`config.mk`:
```
export PLATFORM = sky130hd
export DESIGN_NAME = regfile_wb_scheduler_flat
export DESIGN_NICKNAME = d
export VERILOG_FILES = /design/src/rtl/regfile_wb_scheduler_pkg.sv /design/src/rtl/regfile_wb_scheduler_if.sv /design/src/rtl/regfile_wb_scheduler_rr_arbiter2.sv /design/src/rtl/regfile_wb_scheduler.sv /design/src/flat_wrapper.sv
export SDC_FILE = /design/constraint.sdc
export NUM_CORES = 1
export LEC_CHECK = 0
export CAP_MARGIN = 5
export CORE_ASPECT_RATIO = 1.5
export CORE_MARGIN = 2
export CORE_UTILIZATION = 50
export CTS_CLUSTER_SIZE = 30
export DETAILED_ROUTE_END_ITERATION = 16
export PLACE_DENSITY = 0.89
export SLEW_MARGIN = 5
export SYNTH_ARGS = -nofsm -noshare
export SYNTH_HDL_FRONTEND = slang
export SYNTH_SLANG_ARGS = --single-unit
```
`constraint.sdc`:
```
create_clock -name clk -period 7.3 [get_ports clk]
set_input_delay 1.46 -clock clk [delete_from_list [all_inputs] [get_ports clk]]
set_output_delay 1.46 -clock clk [all_outputs]
set_load 0.1 [all_outputs]
```
`src/rtl/regfile_wb_scheduler_pkg.sv`:
```
// Shared types and constants for the register-file writeback scheduler.
// Optional feature macro used by this slice: RF_WB_BYPASS_EN.
package rf_ctrl_pkg;

  localparam int DATA_WIDTH_DEF     = 32;
  localparam int REGISTERS_DEF      = 32;
  localparam int LOG2_REGISTERS_DEF = 5;

  // Grant-vector bit positions follow the encoding of this enum.
  typedef enum logic {
    SRC_ALU = 1'b0,
    SRC_LSU = 1'b1
  } wb_src_e;

  localparam int X0_IDX = 0;

endpackage

```
`src/rtl/regfile_wb_scheduler_if.sv`:
```
// Writeback, issue and register-file bus of the writeback scheduler.
// Bypass signals exist only when RF_WB_BYPASS_EN is defined.
interface regfile_wb_scheduler_if #(
  parameter int DATA_WIDTH     = 32,
  parameter int LOG2_REGISTERS = 5
);
  logic                      alu_valid;
  logic                      alu_ready;
  logic [LOG2_REGISTERS-1:0] alu_rd;
  logic [DATA_WIDTH-1:0]     alu_data;
  logic                      lsu_valid;
  logic                      lsu_ready;
  logic [LOG2_REGISTERS-1:0] lsu_rd;
  logic [DATA_WIDTH-1:0]     lsu_data;
  logic                      iss_valid;
  logic [LOG2_REGISTERS-1:0] iss_rs1;
  logic [LOG2_REGISTERS-1:0] iss_rs2;
  logic [LOG2_REGISTERS-1:0] iss_rd;
  logic                      iss_stall;
  logic                      rf_enable;
  logic [LOG2_REGISTERS-1:0] addr_rd;
  logic [DATA_WIDTH-1:0]     data_rd;
`ifdef RF_WB_BYPASS_EN
  logic                      byp_rs1_hit;
  logic                      byp_rs2_hit;
  logic [DATA_WIDTH-1:0]     byp_data;
`endif

  modport master (
    output alu_valid, alu_rd, alu_data,
    output lsu_valid, lsu_rd, lsu_data,
    output iss_valid, iss_rs1, iss_rs2, iss_rd,
    input  alu_ready, lsu_ready, iss_stall,
    input  rf_enable, addr_rd, data_rd
`ifdef RF_WB_BYPASS_EN
    , input byp_rs1_hit, byp_rs2_hit, byp_data
`endif
  );

  modport slave (
    input  alu_valid, alu_rd, alu_data,
    input  lsu_valid, lsu_rd, lsu_data,
    input  iss_valid, iss_rs1, iss_rs2, iss_rd,
    output alu_ready, lsu_ready, iss_stall,
    output rf_enable, addr_rd, data_rd
`ifdef RF_WB_BYPASS_EN
    , output byp_rs1_hit, byp_rs2_hit, byp_data
`endif
  );

endinterface

```
`src/rtl/regfile_wb_scheduler_rr_arbiter2.sv`:
```
// Two-requester round-robin arbiter; the pointer remembers the last source
// that won a conflict and only moves when a conflict is resolved.
module rr_arbiter2
  import rf_ctrl_pkg::*;
(
  input  logic       clk,
  input  logic       rst,
  input  logic [1:0] req,
  output logic [1:0] gnt
);

  wb_src_e last_src;

  always_comb begin
    gnt = req;
    if (req[0] && req[1])
      gnt = (last_src == SRC_LSU) ? 2'b01 : 2'b10;
  end

  always_ff @(posedge clk or negedge rst) begin
    if (!rst)
      last_src <= SRC_LSU;
    else if (req[0] && req[1])
      last_src <= gnt[0] ? SRC_ALU : SRC_LSU;
  end

endmodule

```
`src/rtl/regfile_wb_scheduler.sv`:
```
// Register-file write-port scheduler: ALU/LSU round-robin arbitration,
// registered write stage and in-flight destination scoreboard.
// Optional operand bypass from the write stage: RF_WB_BYPASS_EN.
module regfile_wb_scheduler
  import rf_ctrl_pkg::*;
#(
  parameter int DATA_WIDTH     = DATA_WIDTH_DEF,
  parameter int REGISTERS      = REGISTERS_DEF,
  parameter int LOG2_REGISTERS = LOG2_REGISTERS_DEF
)(
  input  logic                   clk,
  input  logic                   rst,
  regfile_wb_scheduler_if.slave  bus
);

  localparam logic [LOG2_REGISTERS-1:0] X0 = LOG2_REGISTERS'(X0_IDX);

  logic [1:0]                gnt;
  logic                      any_gnt;
  logic [LOG2_REGISTERS-1:0] wb_rd;
  logic [DATA_WIDTH-1:0]     wb_data;

  logic                      rf_enable_q;
  logic [LOG2_REGISTERS-1:0] addr_rd_q;
  logic [DATA_WIDTH-1:0]     data_rd_q;

  logic [REGISTERS-1:0]      pending;
  logic [REGISTERS-1:0]      set_vec;
  logic [REGISTERS-1:0]      clr_vec;
  logic                      rs1_block;
  logic                      rs2_block;
  logic                      stall;

  rr_arbiter2 u_arb (
    .clk (clk),
    .rst (rst),
    .req ({bus.lsu_valid, bus.alu_valid}),
    .gnt (gnt)
  );

  assign bus.alu_ready = gnt[0];
  assign bus.lsu_ready = gnt[1];
  assign any_gnt       = |gnt;
  assign wb_rd         = gnt[1] ? bus.lsu_rd   : bus.alu_rd;
  assign wb_data       = gnt[1] ? bus.lsu_data : bus.alu_data;

  // x0 grants are consumed but never reach the register file.
  always_ff @(posedge clk or negedge rst) begin
    if (!rst) begin
      rf_enable_q <= 1'b0;
      addr_rd_q   <= '0;
      data_rd_q   <= '0;
    end else begin
      rf_enable_q <= any_gnt && (wb_rd != X0);
      if (any_gnt && (wb_rd != X0)) begin
        addr_rd_q <= wb_rd;
        data_rd_q <= wb_data;
      end
    end
  end

  assign bus.rf_enable = rf_enable_q;
  assign bus.addr_rd   = addr_rd_q;
  assign bus.data_rd   = data_rd_q;

`ifdef RF_WB_BYPASS_EN
  logic rs1_hit;
  logic rs2_hit;

  assign rs1_hit         = rf_enable_q && (addr_rd_q == bus.iss_rs1) && (addr_rd_q != X0);
  assign rs2_hit         = rf_enable_q && (addr_rd_q == bus.iss_rs2) && (addr_rd_q != X0);
  assign rs1_block       = pending[bus.iss_rs1] && !rs1_hit;
  assign rs2_block       = pending[bus.iss_rs2] && !rs2_hit;
  assign bus.byp_rs1_hit = rs1_hit;
  assign bus.byp_rs2_hit = rs2_hit;
  assign bus.byp_data    = data_rd_q;
`else
  assign rs1_block = pending[bus.iss_rs1];
  assign rs2_block = pending[bus.iss_rs2];
`endif

  assign stall         = bus.iss_valid && (rs1_block || rs2_block || pending[bus.iss_rd]);
  assign bus.iss_stall = stall;

  always_comb begin
    set_vec = '0;
    clr_vec = '0;
    if (bus.iss_valid && !stall && (bus.iss_rd != X0))
      set_vec[bus.iss_rd] = 1'b1;
    if (rf_enable_q)
      clr_vec[addr_rd_q] = 1'b1;
  end

  // Set is OR-ed after the clear so a new producer outlives a retiring one.
  always_ff @(posedge clk or negedge rst) begin
    if (!rst)
      pending <= '0;
    else
      pending <= ((pending & ~clr_vec) | set_vec) & ~REGISTERS'(1);
  end

endmodule

```
`src/flat_wrapper.sv`:
```
// flat-port wrapper written by rule: the top's interface ports become plain ports
module regfile_wb_scheduler_flat import rf_ctrl_pkg::*;
#(
  parameter int DATA_WIDTH     = DATA_WIDTH_DEF,
  parameter int REGISTERS      = REGISTERS_DEF,
  parameter int LOG2_REGISTERS = LOG2_REGISTERS_DEF
)
  (clk, rst, bus_alu_valid, bus_alu_rd, bus_alu_data, bus_lsu_valid, bus_lsu_rd, bus_lsu_data, bus_iss_valid, bus_iss_rs1, bus_iss_rs2, bus_iss_rd, bus_alu_ready, bus_lsu_ready, bus_iss_stall, bus_rf_enable, bus_addr_rd, bus_data_rd);
  regfile_wb_scheduler_if #(.DATA_WIDTH(DATA_WIDTH), .LOG2_REGISTERS(LOG2_REGISTERS)) bus_i ();
  input  logic clk;
  input  logic rst;
  input wire logic [$bits(bus_i.alu_valid)-1:0] bus_alu_valid;
  input wire logic [$bits(bus_i.alu_rd)-1:0] bus_alu_rd;
  input wire logic [$bits(bus_i.alu_data)-1:0] bus_alu_data;
  input wire logic [$bits(bus_i.lsu_valid)-1:0] bus_lsu_valid;
  input wire logic [$bits(bus_i.lsu_rd)-1:0] bus_lsu_rd;
  input wire logic [$bits(bus_i.lsu_data)-1:0] bus_lsu_data;
  input wire logic [$bits(bus_i.iss_valid)-1:0] bus_iss_valid;
  input wire logic [$bits(bus_i.iss_rs1)-1:0] bus_iss_rs1;
  input wire logic [$bits(bus_i.iss_rs2)-1:0] bus_iss_rs2;
  input wire logic [$bits(bus_i.iss_rd)-1:0] bus_iss_rd;
  output wire logic [$bits(bus_i.alu_ready)-1:0] bus_alu_ready;
  output wire logic [$bits(bus_i.lsu_ready)-1:0] bus_lsu_ready;
  output wire logic [$bits(bus_i.iss_stall)-1:0] bus_iss_stall;
  output wire logic [$bits(bus_i.rf_enable)-1:0] bus_rf_enable;
  output wire logic [$bits(bus_i.addr_rd)-1:0] bus_addr_rd;
  output wire logic [$bits(bus_i.data_rd)-1:0] bus_data_rd;
  assign bus_i.alu_valid = bus_alu_valid;
  assign bus_i.alu_rd = bus_alu_rd;
  assign bus_i.alu_data = bus_alu_data;
  assign bus_i.lsu_valid = bus_lsu_valid;
  assign bus_i.lsu_rd = bus_lsu_rd;
  assign bus_i.lsu_data = bus_lsu_data;
  assign bus_i.iss_valid = bus_iss_valid;
  assign bus_i.iss_rs1 = bus_iss_rs1;
  assign bus_i.iss_rs2 = bus_iss_rs2;
  assign bus_i.iss_rd = bus_iss_rd;
  assign bus_alu_ready = bus_i.alu_ready;
  assign bus_lsu_ready = bus_i.lsu_ready;
  assign bus_iss_stall = bus_i.iss_stall;
  assign bus_rf_enable = bus_i.rf_enable;
  assign bus_addr_rd = bus_i.addr_rd;
  assign bus_data_rd = bus_i.data_rd;
  regfile_wb_scheduler #(.DATA_WIDTH(DATA_WIDTH), .REGISTERS(REGISTERS), .LOG2_REGISTERS(LOG2_REGISTERS)) u_core (.clk(clk), .rst(rst), .bus(bus_i));
endmodule
```
# Yosys cells after proc, flatten, opt, wreduce, memory -nomap -nowiden
# Index checks and enable logic that the tools add are counted.
# word_totals
output_inout_bits,41
register_bits,70
in_bits,94
# classes
n_bitwise,3
reduce_logical,13
mux,17
n_lt_le_gt_ge,6
# op_table
cell,n
two-way mux 32 bit,3
AND 32 bit,1
NOT 32 bit,1
bitwise OR 32 bit,1
"< comparator 5 x 6 -> 1 bit, second input constant",4
binary-select mux 1 bit (select 5 bit),3
demux 1 bit (select 5 bit),2
">= comparator 5 x 1 -> 1 bit, second input constant",2
nonzero test 5 bit,2
logical AND 1 bit,7
two-way mux 1 bit,6
two-way mux 5 bit,1
two-way mux 2 bit,2
logical OR 1 bit,2
OR reduction 2 bit,1
logical NOT 1 bit,1

# Longest topological paths before layout
# Gate-level depths: netlist of run 1.
# logic_depth
depth_word,10
ltp_mapped,10
depth_no_buf,6

# Cells and area by module
# A second synthesis of run 1 with hierarchy kept.
# unflattened
hier_cells,408
hier_area_um2,4211.5
# by_module_without_submodules
mod,cells_each,area_each_um2,seq_area_each_um2,instances
regfile_wb_scheduler,402,4154.0,1726.7,1
rr_arbiter2,6,57.6,26.3,1

# Worst setup path before layout of run 1
# Ideal clock, no wire load.
# synth_path
kind,input to output
startpoint,in bus_iss_rs2[1]
endpoint,out bus_iss_stall
t_arrival_ns,3.912
slack_ns,1.928
n_path_buf,4
stages,10
path_cell_list,clkbuf_1 buf_1 mux2i_1 a22oi_1 nand3_1 nand4_1 or4_1 buf_2 buf_6 o21a_1
# synth_between
elab_chain_len,5
# synth_rtl
element,line_no,rtl
from (decl),flat_wrapper.sv:20,input wire logic [$bits(bus_i.iss_rs2)-1:0] bus_iss_rs2;
binary-select mux 1 bit (select 5 bit),regfile_wb_scheduler.sv:79,assign rs2_block = pending[bus.iss_rs2];
two-way mux 1 bit (implied by the code),regfile_wb_scheduler.sv:79,
logical OR 1 bit (2 in a row),regfile_wb_scheduler.sv:82,assign stall = bus.iss_valid && (rs1_block || rs2_block || pending[bus.iss_rd]);
logical AND 1 bit,regfile_wb_scheduler.sv:82,
to (decl),flat_wrapper.sv:24,output wire logic [$bits(bus_i.iss_stall)-1:0] bus_iss_stall;
# Every way passes these cells. The select of a mux whose other input is x is not followed.

# Final worst setup path of run 1
# layout_path
startpoint,in bus_iss_rd[0]
endpoint,out bus_iss_stall
# layout_between
elab_chain_len,4
# layout_rtl
element,line_no,rtl
from (decl),flat_wrapper.sv:21,input wire logic [$bits(bus_i.iss_rd)-1:0] bus_iss_rd;
binary-select mux 1 bit (select 5 bit),regfile_wb_scheduler.sv:82,
two-way mux 1 bit (implied by the code),regfile_wb_scheduler.sv:82,
logical OR 1 bit,regfile_wb_scheduler.sv:82,
logical AND 1 bit,regfile_wb_scheduler.sv:82,
# Every way passes these cells. The select of a mux whose other input is x is not followed.

==> run_results.csv, run 1 <==
group,metric,value,unit
status,status,"finished, final reports clean",
detailed_routing,final_antenna_net_count,0,
power_and_ir_drop,pwr-share-clk,0.207,
synth,yosys_warnings,0,
synth,syn-cell-area,4148,µm²
worst_setup_path,cp_max_fo,32,
timing,relSlewSlack,0.2378,
final_layout,n_antenna_cell,0,
power_and_ir_drop,power,0.001929,W
cts,cts_hold_buf,0,
detailed_routing,drtPass1Iterations,6,
synth,ys_async_sr_fraction,1.000,
synth,seq_area_frac_synth,0.4226,
cts,clock-sinks,70,
global_route,grt_max_degree,71,
cts,cts_tree,"done",
synth,syn_area_per_cell,9.405,µm²
floorplan,die_w,78.37,µm
global_route,top_usage_layer,"met2",
synth,ys_types,46,
final_layout,num-fill-cells,575,
detailed_routing,viasPerCell,6.030,
worst_hold_path,hold_depth,2,
detailed_routing,vias,4040,
worst_setup_path,critPathCaptureType,"output pin",
timing,maxSlewViolCount,0,
place,port_buffers,134,
timing,rsz0062_at_grt,"no",
global_route,grt_pass1_vias,4156,
global_route,met2_usage,0.5224,
final_layout,fin_nets,654,
cts,clk_pin_slew,0.05,ns
timing,hold_viol,0,
detailed_routing,drcViolationCount,0,
place,globalplace.congestion,0.9387,
power_and_ir_drop,powerDensity,332.2,nW/µm²
worst_setup_path,path_class,"input port to output pin",
floorplan,core-area,8058,µm²
floorplan,die_area,9055,µm²
synth,synth_top_area_share,0.4163,
timing,setup_viol,0,
synth,synth-seq-cells,70,
global_route,grt_use_met1,0.3072,
worst_setup_path,reg2regPathDepth,8,
cts,numCtsBuffers,9,
floorplan,pin_count,135,
timing,post-route-period-util,0.8203,
final_layout,regArea,1753,µm²
detailed_routing,wl,12780,µm
timing,tns,0,ns
final_layout,utilization,0.7208,
job,maxCapViolCount,0,
synth,synth_edf_count,0,
synth,synth_top_flop_cell,"dfrtp_1",
worst_setup_path,cp_data_required_time,5.84,ns
timing,skew,0.007208,ns
cts,post_cts_buffers,0,
cts,htreeDepth,3,
floorplan,start_util,0.5148,
cts,post_cts_resized,0,
global_route,grt_pass1_wl,20510,µm
power_and_ir_drop,p_sw_frac,0.4533,
global_route,grt_usage,0.2952,
final_layout,multi_input_area,2257,µm²
power_and_ir_drop,p_int,0.001055,W
global_route,antenna_found_initial,0,
worst_setup_path,worst_setup_path_start_kind,"input port",
final_layout,drive_gt1_frac,0.07080,
power_and_ir_drop,ir_drop,189.5,µV
global_route,grt_remaining_overflow,0,
worst_hold_path,hold_path.class,"flip-flop to flip-flop",
floorplan,row_count,40,
final_layout,area_growth,40.03,%
detailed_routing,wl_per_cell,19.07,µm
power_and_ir_drop,comb_power_share,0.447,
timing,post-route-min-period,5.988,ns
cts,clk_latency,0.34,ns
synth,synth_top_area_cell,"dfrtp_1",
timing,fmax,167.0,MHz
synth,syn_inst,441,
synth,yosys-top-cells-area,"dfrtp_1, mux2i_1, o21ai_0",
power_and_ir_drop,p_leak,2.352,nW
final_layout,layout_common_cells,"clkdlybuf4s50_1, dfrtp_1, mux2i_1",
synth,syn_nets,535,
cts,clockRootBuffer,"clkbuf_16",
cts,clock_path_buffers,2,
global_route,grt_util_met3,0.1020,
place,dp_hpwl,9382,µm
final_layout,final_common_cell,"clkdlybuf4s50_1",
worst_setup_path,cp.arrival,4.53,ns
power_and_ir_drop,power_frac_seq,0.346,
detailed_routing,first_iter_violations,364,
floorplan,die_h,115.6,µm
timing,tightestPinTransition,1.141,ns
power_and_ir_drop,switchingPower,0.0008746,W
[layout make-up]
cell class | count | area share
Sequential cell | 70 | 0.3018
Timing Repair Buffer | 140 | 0.2374
Clock inverter | 4 | 0.003878
Inverter | 5 | 0.003231
Clock buffer | 12 | 0.04244
Tap cell | 105 | 0.02262
Multi-Input combinational cell | 334 | 0.3886
[worst max-delay path: stages]
cell,delay (ns)
clkdlybuf4s50_1,0.66
buf_4,0.28
mux2_2,0.35
a221o_1,0.34
o21ai_0,0.10
nand4_1,0.12
or4_1,0.51
buf_4,0.25
o21a_1,0.21
buf_4,0.22
[synthesized netlist by cell type, drive strengths merged, types with 2 or more instances]
master   number
nand2        41
and3          3
o21ai        50
nor3b         3
a211oi        2
mux4          7
buf          14
a21boi        2
nand3b        5
or3           2
or4           3
a221oi        2
mux2i        64
o22ai         3
and3b         2
a21oi        38
dfrtp        69
nand3        11
nand2b        3
nor2b         7
nor4          3
clkbuf       18
a22oi         3
mux2          8
o2111ai       2
nor2         42
o31ai        14
inv           5
[flip-flops by register name (all words and copies together), names as in the netlist]
register               cells
u_core.bus.addr_rd         5
u_core.bus.data_rd        32
u_core.bus.rf_enable       1
u_core.pending            31
u_core.u_arb.last_src      1
[power by group through the flow]
stage	clock network, W	logic (W)	registers [W]
after detailed placement	0	0.000858	0.000665
final	0.000399	0.000863	0.000668
after global routing	0.000418	0.000918	0.000678
after CTS	0.000404	0.000862	0.000661
after floorplan	0	0.000355	0.000891
after global placement	0	0.000836	0.000660
[stage by stage]
step / setup slack (ns) / instances / hold slack, ns / cell area (µm²)
finish: 1.312 / 670 / 0.5310 / 5808
detailed placement: 1.371 / 654 / 0.5218 / 5539
global route: 1.158 / 670 / 0.5459 / 5808
CTS: 1.344 / 670 / 0.5329 / 5808
floorplan: 1.928 / 441 / 0.4762 / 4148
global placement: 1.412 / 654 / 0.5014 / 5539
[worst paths after layout]
kind | start | endpoint | slack (ns)
min in group asynchronous | rst | u_core.pending[1]$_DFF_PN0_ | 1.31
setup reg to reg | u_core.u_arb.last_src$_DFFE_PN1P_ | u_core.bus.data_rd[11]$_DFFE_PN0P_ | 4.58
hold / removal | u_core.bus.data_rd[20]$_DFFE_PN0P_ | u_core.bus.data_rd[20]$_DFFE_PN0P_ | 0.53
setup / recovery | bus_iss_rd[0] | bus_iss_stall | 1.31
max in group asynchronous | rst | u_core.pending[22]$_DFF_PN0_ | 5.40
hold reg to reg | u_core.bus.data_rd[20]$_DFFE_PN0P_ | u_core.bus.data_rd[20]$_DFFE_PN0P_ | 0.53
[metal layers]
layer | vias to the layer above | wire, µm
li1 | 1845 | -
met1 | 1897 | 4438
met2 | 244 | 6545
met3 | 54 | 1292
met4 | 0 | 504
met5 | - | 0
[cell families (layout without fill, tap and decap cells)]
| logic type | Yosys count | after routing | synth area share |
|---|---|---|---|
| simple gates | 129 | 129 | 0.1460 |
| compound gates | 125 | 125 | 0.1765 |
| mux | 79 | 79 | 0.2142 |
| flops | 70 | 70 | 0.4226 |
| buf+inv | 37 | 161 | 0.03861 |
| xor+xnor | 1 | 1 | 0.002112 |
(Power assumes the default switching activity.)
==> inputs of run 2 (changes only) <==
Settings changed: CORE_UTILIZATION 50 to 47, PLACE_DENSITY 0.89 to 0.84.
Clock period 7.3 ns to 5.8 ns, I/O delays scaled along.
==> run_results.csv, run 2 (same netlist as run 1, synthesis figures left out) <==
group,metric,value,unit
status,status,"finished, final reports clean",
timing,post-route-period-util,0.8751,
power_and_ir_drop,switchingPower,0.001117,W
floorplan,die_h,119.1,µm
timing,skew,0.007144,ns
timing,hold_viol,0,
floorplan,start_util,0.4755,
worst_setup_path,critPathCaptureType,"output pin",
cts,cts_hold_buf,0,
floorplan,die_w,80.70,µm
global_route,grt_usage,0.2800,
power_and_ir_drop,powerDensity,423.1,nW/µm²
worst_setup_path,path_cells,"clkdlybuf4s50_1, mux4_2, mux2_2, o211a_1, or4_1, o21a_1, buf_12",
cts,clock-sinks,70,
worst_setup_path,cp.arrival,3.92,ns
detailed_routing,vias,4031,
timing,setup_viol,0,
final_layout,drive_gt1_frac,0.07244,
worst_setup_path,path_class,"input port to output pin",
detailed_routing,wl,13030,µm
worst_setup_path,cp_data_required_time,4.64,ns
cts,clockRootBuffer,"clkbuf_16",
final_layout,layout_common_cells,"clkdlybuf4s50_1, dfrtp_1, mux2i_1",
place,globalplace.congestion,0.9927,
worst_setup_path,rrSetupSlack,3.12,ns
detailed_routing,final_antenna_net_count,0,
place,port_buffers,134,
power_and_ir_drop,p_leak,2.370,nW
power_and_ir_drop,power_frac_seq,0.346,
final_layout,num-fill-cells,702,
floorplan,core-area,8723,µm²
worst_setup_path,slowest_delay,0.73,ns
final_layout,largest_reg_flops,32,
place,dp_hpwl,9723,µm
final_layout,n_antenna_cell,0,
power_and_ir_drop,p_int,0.001356,W
cts,clk_latency,0.33,ns
cts,htreeDepth,3,
job,maxCapViolCount,0,
cts,clock_path_buffers,2,
floorplan,die_area,9608,µm²
detailed_routing,wl_per_cell,19.27,µm
timing,relSlewSlack,0.2516,
cts,post_cts_buffers,0,
cts,numCtsBuffers,9,
timing,rsz0062_at_grt,"no",
detailed_routing,drtPass1Iterations,5,
global_route,grt_pass1_wl,20200,µm
timing,tns,0,ns
final_layout,final_common_cell,"clkdlybuf4s50_1",
timing,post-route-min-period,5.076,ns
cts,clk_pin_slew,0.05,ns
power_and_ir_drop,comb_power_share,0.443,
power_and_ir_drop,ir_drop,267.1,µV
floorplan,pin_count,135,
final_layout,utilization,0.6701,
detailed_routing,viasPerCell,5.963,
global_route,grt_remaining_overflow,0,
worst_setup_path,path_buf_inv,2,
power_and_ir_drop,power,0.002473,W
timing,tightestPinTransition,1.120,ns
timing,fmax,197.0,MHz
global_route,grt_max_degree,71,
worst_setup_path,path_delay_family,"buffers and inverters",
global_route,grt_pass1_vias,4023,
timing,maxSlewViolCount,0,
detailed_routing,drcViolationCount,0,
worst_setup_path,cp_max_fo,9,
worst_hold_path,hold_path.class,"flip-flop to flip-flop",
power_and_ir_drop,p_sw_frac,0.4517,
detailed_routing,first_iter_violations,492,
cts,post_cts_resized,0,
final_layout,fin_nets,655,
final_layout,area_growth,40.94,%
global_route,antenna_found_initial,0,
worst_setup_path,crit_slowest_cell,"clkdlybuf4s50_1",
floorplan,row_count,42,
worst_setup_path,worst_setup_path_start_kind,"input port",
cts,cts_tree,"done",
power_and_ir_drop,pwr-share-clk,0.211,
run 2: cell count changes in the layout (fill, tap and decap cells not counted):
| cell | before | now |
|---|---|---|
| buf_4 | 7 | 8 |
| buf_12 | 0 | 1 |
| clkbuf_1 | 2 | 3 |
| clkdlybuf4s50_1 | 132 | 131 |
| clkinvlp_4 | 1 | 0 |
| clkinv_2 | 3 | 1 |
| clkbuf_8 | 1 | 3 |
run 2: worst paths after layout:
kind	start	to	depth (start not counted)
max	bus_iss_rs1[0]	bus_iss_stall	7
min	u_core.u_arb.last_src$_DFFE_PN1P_	u_core.u_arb.last_src$_DFFE_PN1P_	1
max reg2reg	u_core.pending[21]$_DFF_PN0_	u_core.pending[19]$_DFF_PN0_	6
min reg2reg	u_core.u_arb.last_src$_DFFE_PN1P_	u_core.u_arb.last_src$_DFFE_PN1P_	1
max in group asynchronous	rst	u_core.pending[7]$_DFF_PN0_	2
min in group asynchronous	rst	u_core.pending[11]$_DFF_PN0_	2
run 2: power groups by stage:
stage | Clock, W | Combinational [W] | Sequential [W]
CTS | 0.000526 | 0.00109 | 0.000843
finish | 0.000522 | 0.00109 | 0.000856
detailed placement | 0 | 0.00109 | 0.000850
global placement | 0 | 0.00106 | 0.000845
floorplan | 0 | 0.000447 | 0.00112
global route | 0.000547 | 0.00115 | 0.000865
run 2: final cells by class:
| cell class | instances | area, µm² | area share |
|---|---|---|---|
| inverters | 5 | 18.77 | 0.003211 |
| multi-input cells | 334 | 2257 | 0.3861 |
| clock inverters | 1 | 5.005 | 0.0008562 |
| well taps | 110 | 137.6 | 0.02354 |
| flip-flops and latches | 70 | 1753 | 0.2999 |
| clock buffers | 15 | 277.8 | 0.04752 |
| repair buffers | 141 | 1396 | 0.2389 |
run 2: worst register-to-register path: stages, from the launching register on:
cell	delay [ns]
dfrtp_1	0.44
mux4_2	0.50
mux2_2	0.27
o211a_1	0.19
or4_1	0.58
buf_4	0.26
o31ai_1	0.33
run 2: layer usage:
layer  up-vias  track usage  wire length (µm)  part of all wire
met5         -            0                 0                 0
met4         0       0.1536               703             0.054
met3        59       0.1076              1421              0.11
met2       264       0.4573              6318              0.48
met1      1863       0.3073              4585              0.35
li1       1845            -                 -                 -
run 2: metrics by stage:
step | instances | instance area (µm²) | setup WS (ns) | hold WS [ns]
after CTS | 676 | 5846 | 0.7096 | 0.5206
after detailed placement | 660 | 5563 | 0.7155 | 0.5065
after floorplan | 441 | 4148 | 1.028 | 0.4762
after global placement | 660 | 5563 | 0.7328 | 0.5012
final | 676 | 5846 | 0.7242 | 0.5200
after global routing | 676 | 5846 | 0.6187 | 0.5371
==> inputs of run 3 (changes only) <==
Settings changed: CTS_CLUSTER_DIAMETER set to 150, SETUP_SLACK_MARGIN set to 0.4.
==> results of run 3 <==
Final layout, timing and power as in run 2 (identical DEF).
